## config.mk

```make
export PLATFORM = sky130hd
export DESIGN_NAME = pio_arbiter
export DESIGN_NICKNAME = d
export VERILOG_FILES = /design/src/rtl/pio_arbiter.sv
export SDC_FILE = /design/constraint.sdc
export NUM_CORES = 1
export LEC_CHECK = 0
export CORE_AREA = 2 2 83 85
export CTS_BUF_LIST = sky130_fd_sc_hd__clkbuf_4 sky130_fd_sc_hd__clkbuf_8
export CTS_CLUSTER_SIZE = 28
export DETAILED_ROUTE_END_ITERATION = 12
export DIE_AREA = 0 0 85 87
export PLACE_DENSITY = 0.79
export SLEW_MARGIN = 20
export SYNTH_ARGS = -nofsm -noshare
export SYNTH_HDL_FRONTEND = slang
export SYNTH_SLANG_ARGS = --single-unit
```

## constraint.sdc

```tcl
create_clock -name clk -period 1.84 [get_ports clk]
set_clock_uncertainty 0.15 [all_clocks]
set_input_delay 0.552 -clock clk [delete_from_list [all_inputs] [get_ports clk]]
set_output_delay 0.552 -clock clk [all_outputs]
set_load 0.02 [all_outputs]
```

## src/rtl/pio_arbiter.sv

```systemverilog
// pio_arbiter -- two-requester Avalon-MM arbiter in front of a single PIO slave.
//
// Two requesters (s0, s1) compete for one downstream master port (m_*).
// IDLE picks a winner (round-robin when both ask), BUSY forwards the winner's
// request combinationally until the slave drops waitrequest or the winner
// withdraws its request.
//
// Optional feature (compile-time macro PIO_ARB_TIMEOUT_EN):
//   undefined : BUSY waits forever on m_waitrequest, timeout_err tied to 0.
//   defined   : after TIMEOUT_CYCLES stalled BUSY cycles the transfer is
//               force-completed with readdata 0xDEADBEEF and timeout_err sets
//               (sticky until reset).
//
// Ports
//   clk, reset_n                 clock, synchronous active-low reset
//   sN_address/read/write/
//   sN_writedata                 requester N request
//   sN_readdata, sN_waitrequest  requester N response
//   m_address/read/write/
//   m_writedata                  request to the PIO slave
//   m_readdata, m_waitrequest    PIO slave response
//   grant                        current or last granted requester index
//   timeout_err                  sticky downstream-timeout flag
module pio_arbiter #(
  parameter int ADDR_W         = 2,
  parameter int DATA_W         = 32,
  parameter int TIMEOUT_CYCLES = 255
) (
  input  logic              clk,
  input  logic              reset_n,
  input  logic [ADDR_W-1:0] s0_address,
  input  logic              s0_read,
  input  logic              s0_write,
  input  logic [DATA_W-1:0] s0_writedata,
  output logic [DATA_W-1:0] s0_readdata,
  output logic              s0_waitrequest,
  input  logic [ADDR_W-1:0] s1_address,
  input  logic              s1_read,
  input  logic              s1_write,
  input  logic [DATA_W-1:0] s1_writedata,
  output logic [DATA_W-1:0] s1_readdata,
  output logic              s1_waitrequest,
  output logic [ADDR_W-1:0] m_address,
  output logic              m_read,
  output logic              m_write,
  output logic [DATA_W-1:0] m_writedata,
  input  logic [DATA_W-1:0] m_readdata,
  input  logic              m_waitrequest,
  output logic              grant,
  output logic              timeout_err
);

  typedef enum logic {IDLE, BUSY} state_t;

  state_t r_state;
  logic   r_grant;
  logic   r_terr;

  logic              w_req0, w_req1, w_busy;
  logic              w_sel_rd, w_sel_wr, w_sel_req;
  logic [ADDR_W-1:0] w_sel_addr;
  logic [DATA_W-1:0] w_sel_wd, w_rd;
  logic              w_wait, w_tmo;

  assign w_req0 = s0_read | s0_write;
  assign w_req1 = s1_read | s1_write;
  assign w_busy = (r_state == BUSY);

  // Granted requester's request, selected by the registered grant.
  assign w_sel_rd   = r_grant ? s1_read      : s0_read;
  assign w_sel_wr   = r_grant ? s1_write     : s0_write;
  assign w_sel_addr = r_grant ? s1_address   : s0_address;
  assign w_sel_wd   = r_grant ? s1_writedata : s0_writedata;
  assign w_sel_req  = w_sel_rd | w_sel_wr;

`ifdef PIO_ARB_TIMEOUT_EN
  localparam int CNT_W = (TIMEOUT_CYCLES > 255) ? $clog2(TIMEOUT_CYCLES + 1) : 8;
  localparam logic [CNT_W-1:0] TMO_VAL = CNT_W'(TIMEOUT_CYCLES);
  logic [CNT_W-1:0] r_cnt;
  // Forced completion: stall still pending and the budget is exhausted.
  assign w_tmo = w_busy & w_sel_req & m_waitrequest & (r_cnt == TMO_VAL);
`else
  logic w_unused_tmo;
  assign w_unused_tmo = (TIMEOUT_CYCLES != 0);
  assign w_tmo        = 1'b0;
`endif

  // Master side: mirrors the winner in BUSY, quiet in IDLE. Write wins over read.
  assign m_read      = w_busy & w_sel_rd & ~w_sel_wr;
  assign m_write     = w_busy & w_sel_wr;
  assign m_address   = w_busy ? w_sel_addr : '0;
  assign m_writedata = w_busy ? w_sel_wd   : '0;

  assign w_wait = m_waitrequest & ~w_tmo;
  assign w_rd   = w_tmo ? DATA_W'(32'hDEADBEEF) : m_readdata;

  // Only the granted port in BUSY sees the slave; everyone else is stalled.
  assign s0_waitrequest = (w_busy & ~r_grant) ? w_wait : 1'b1;
  assign s1_waitrequest = (w_busy &  r_grant) ? w_wait : 1'b1;
  assign s0_readdata    = (w_busy & ~r_grant) ? w_rd   : '0;
  assign s1_readdata    = (w_busy &  r_grant) ? w_rd   : '0;

  assign grant       = r_grant;
  assign timeout_err = r_terr;

  always_ff @(posedge clk) begin
    if (!reset_n) begin
      r_state <= IDLE;
      r_grant <= 1'b1;   // s0 wins the first contest
      r_terr  <= 1'b0;
`ifdef PIO_ARB_TIMEOUT_EN
      r_cnt   <= '0;
`endif
    end else begin
      case (r_state)
        IDLE: begin
          if (w_req0 | w_req1) begin
            r_state <= BUSY;
            // Contest: the port that did not win last time takes it.
            r_grant <= (w_req0 & w_req1) ? ~r_grant : w_req1;
`ifdef PIO_ARB_TIMEOUT_EN
            r_cnt   <= '0;
`endif
          end
        end
        BUSY: begin
          // Exit on completion, forced completion, or withdrawn request.
          if (!w_sel_req || !m_waitrequest || w_tmo) begin
            r_state <= IDLE;
            if (w_tmo) r_terr <= 1'b1;
          end
`ifdef PIO_ARB_TIMEOUT_EN
          else begin
            r_cnt <= r_cnt + 1'b1;
          end
`endif
        end
        default: r_state <= IDLE;
      endcase
    end
  end

endmodule

```

==> results of run 1 <==
==> per-stage QoR <==
stage / std cells / TNS [ns] / utilization
6_report: 479 / -12.32 / 0.657
5_1_grt: 479 / -16.23 / 0.657
4_1_cts: 469 / -12.50 / 0.599
3_5_place_dp: 450 / -66.14 / 0.532
3_3_place_gp: 450 / -65.50 / 0.532
2_1_floorplan: 173 / 0 / -
==> sequential cells by signal, indices dropped and copies added, names as in the netlist <==
name / flops
r_state: 1
grant: 1
==> worst min-delay path by stage <==
stage / slack, ns / depth (start not counted) / endpoint
2_1_floorplan: 0.45 / 2 / grant
3_3_place_gp: 0.61 / 2 / grant
3_5_place_dp: 0.63 / 2 / grant
4_1_cts: 0.64 / 2 / grant
5_1_grt: 0.71 / 3 / grant
6_report: 0.68 / 3 / grant
==> worst register-to-register path, stage by stage, from the launching register on <==
cell	delay, ns
dfxtp_4	0.36
buf_6	0.15
buf_16	0.14
nor3_1	0.18
a211oi_1	0.08
o21a_1	0.18
==> per-layer routing <==
metal	wire length [µm]	vias up
met5	0	-
li1	-	1047
met2	4340	138
met1	3020	1021
met4	44	0
met3	732	4
==> area by class of cell <==
cell class | count | area share
repair buffers | 243 | 0.620
multi-input cells | 149 | 0.334
well taps | 80 | 0.0232
inverters | 2 | 0.00174
flip-flops and latches | 2 | 0.0110
clock buffers | 3 | 0.00957
==> cell families (layout without fill, tap and decap cells) <==
group,count (synthesis),in the layout,synth area share
AOI/OAI and AO/OA,6,6,0.0348
buffers and inverters,22,248,0.102
DFF,2,2,0.0328
muxes,35,35,0.287
other,1,1,0.00307
and+or+nand+nor,107,107,0.540
==> where the power goes <==
part / switching, µW / total (µW) / internal [µW] / leakage, µW
clock: 34.1 / 172 / 138 / 0.0000216
sequential: 9.35 / 58.0 / 48.6 / 0.0000174
combinational: 587 / 1400 / 813 / 0.00215
total: 631 / 1630 / 999 / 0.00219
==> cells in the final DEF (no fill, tap or decap), types with 7 or more instances in the layout <==
cell type / netlist / layout
and2_4: 0 / 29
and3_1: 32 / 7
and3_4: 0 / 22
buf_16: 0 / 8
buf_4: 1 / 14
buf_6: 4 / 102
dlygate4sd2_1: 0 / 98
mux2i_1: 35 / 16
mux2i_2: 0 / 14
nor2b_2: 0 / 30
==> timing repair <==
| action | in CTS | in global routing |
|---|---|---|
| resized for setup | 751 | 63 |
| pin swaps | 21 | 4 |
| buffers inserted | 8 | 3 |
| cloned | 8 | 7 |
| endpoints found under the setup margin | 103 | 100 |
==> flow_summary.ini, run 1 <==
[min_path]
worstHoldStart = r_state
holdCritPathClass = reg -> reg

[yosys]
synth_cell_types = 22
postSynthAreaPerCell_um2 = 7.07
share_of_synthesized_area_occupied_by_flip_flops_and_latches = 0.0328
synth_enable_flop_cells = 0
synthCells = 173
synth.cell_area_um2 = 1220
synth.yosys.warnings = 0
async_flop_share = 0
yosysTopAreaCellShare = 0.287
synth_top_cell_by_area = mux2i_1
most_common_library_cells_after_synthesis = 35 x mux2i_1, 35 x nor2b_1, 33 x and2_1
ys_top_cells_by_area = mux2i_1 29%, nor2b_1 18%, and2_1 17%, and3_1 16%, buf_6 3.7%
most_instantiated_flip_flop_cell_in_the_synthesis_netlist = dfxtp_1
mappedNetlistNets = 280
ys_seq_elements = 2

[timing]
final-hold-violation-count = 0
finalHoldWorstSlack_ns = 0.682
setup_slack_ns = -0.197
fmax_mhz = 491
finalSetupViolations = 100
unrepaired_setup_endpoints_after_global_routing = true
clock_period_minus_final_worst_setup_slack_ns = 2.04
timing.final.crit_share = 1.11
drv_slew = 0

[grt]
grt_max_degree = 37
grt_util_met2 = 0.364
grt_total_ovfl = 0
grt_first_pass_wirelength_um = 11100
global_routing_usage_summed_across_all_routing_layers = 0.184
antenna_violations_before_repair = 0
global_route.usage.met1 = 0.194
grt_pass1_vias = 2233
gr-usage-met3 = 0.0493
grt_most_used_layer = met2

[critical_path]
timing.critical_path.slowest_stage_cell = clkdlybuf4s50_1
worst-endpoint-arrival_ns = 1.33
start_kind = input pin
worst_path_required_time_ns = 1.14
r2r-end = r_state
biggest_cell_delay_along_the_critical_path_ns = 0.48
endpoint_kind = output pin
worst_r2r_startpoint = grant
crit_path_max_fanout = 2
worst_setup_path_startpoint = m_readdata[22]
worst_path_dominant_cell_family = buffers and inverters
r2r_setup_slack_ns = 0.49
crit_path_end = s1_readdata[22]
r2r_cells = 5
critPathKind = in -> out
critical_path_depth = 3
cp_num_buf_inv = 2
crit_path_cell_trace = clkdlybuf4s50_1 -> and3_2 -> buf_6

[placed_design]
gpl.final_weighted_congestion = 0.749
io_buffers = 209
post-dp-hpwl_um = 5070
placedInstanceArea_um2 = 3490
dp_worst_setup_slack_ns = -0.923

[clock_tree]
clk_pin_slew_ns = 0.03
h-tree-depth = 1
cts_inserted_buffers = 3
cts_num_sinks = 2
holdBufCountCts = 0
insertion_delay_ns = 0.21
cts_root_buf = clkbuf_8
cts_tree = built
max-clock-path-buffers = 2

[pwr]
total_power_consumption_uw = 1630
leak_pwr_uw = 0.00219
ir_worst_vdd_mv = 0.264
power_per_cell_area_nw_per_um2 = 378

[layout]
total_nets_final = 508
layout_area_growth_over_synthesis_pct = 253
drive_gt1_frac = 0.624
design_area_um2 = 4320
multi_input_gate_area_in_the_final_layout_um2 = 1440
fillerInstances = 540
sequential_cell_area_um2 = 47.5
num_antenna_cells = 0

[floorplan]
ioPinCount = 211
die_height_um = 87
placement_rows = 30
initial_utilization = 0.186
die-area_um2 = 7400
die_width_um = 85
core_area_um2 = 6570

[drt]
finalWirelength_um = 8130
antenna_violating_nets_post_route = 0
route.detailed.wl_per_inst_um = 17.0
detail_route.vias_per_cell = 4.61
firstDrtPassIters = 4
via_count = 2210
drt_iter0_drc = 25
drc_errors = 0

[status]
outcome = finished with violations
violations = setup timing

[run]
max-cap-violations = 0
No activity file was read; power rests on OpenSTA's default activity.
==> inputs of run 2 (changes only) <==
--- a/config.mk
+++ b/config.mk
@@ -5,6 +5,7 @@
 export SDC_FILE = /design/constraint.sdc
 export NUM_CORES = 1
 export LEC_CHECK = 0
+export ABC_AREA = 0
 export CORE_AREA = 2 2 83 85
 export CTS_BUF_LIST = sky130_fd_sc_hd__clkbuf_4 sky130_fd_sc_hd__clkbuf_8
 export CTS_CLUSTER_SIZE = 28
==> results of run 2 <==
The final DEF is identical to that of run 1; final timing and power are the same.
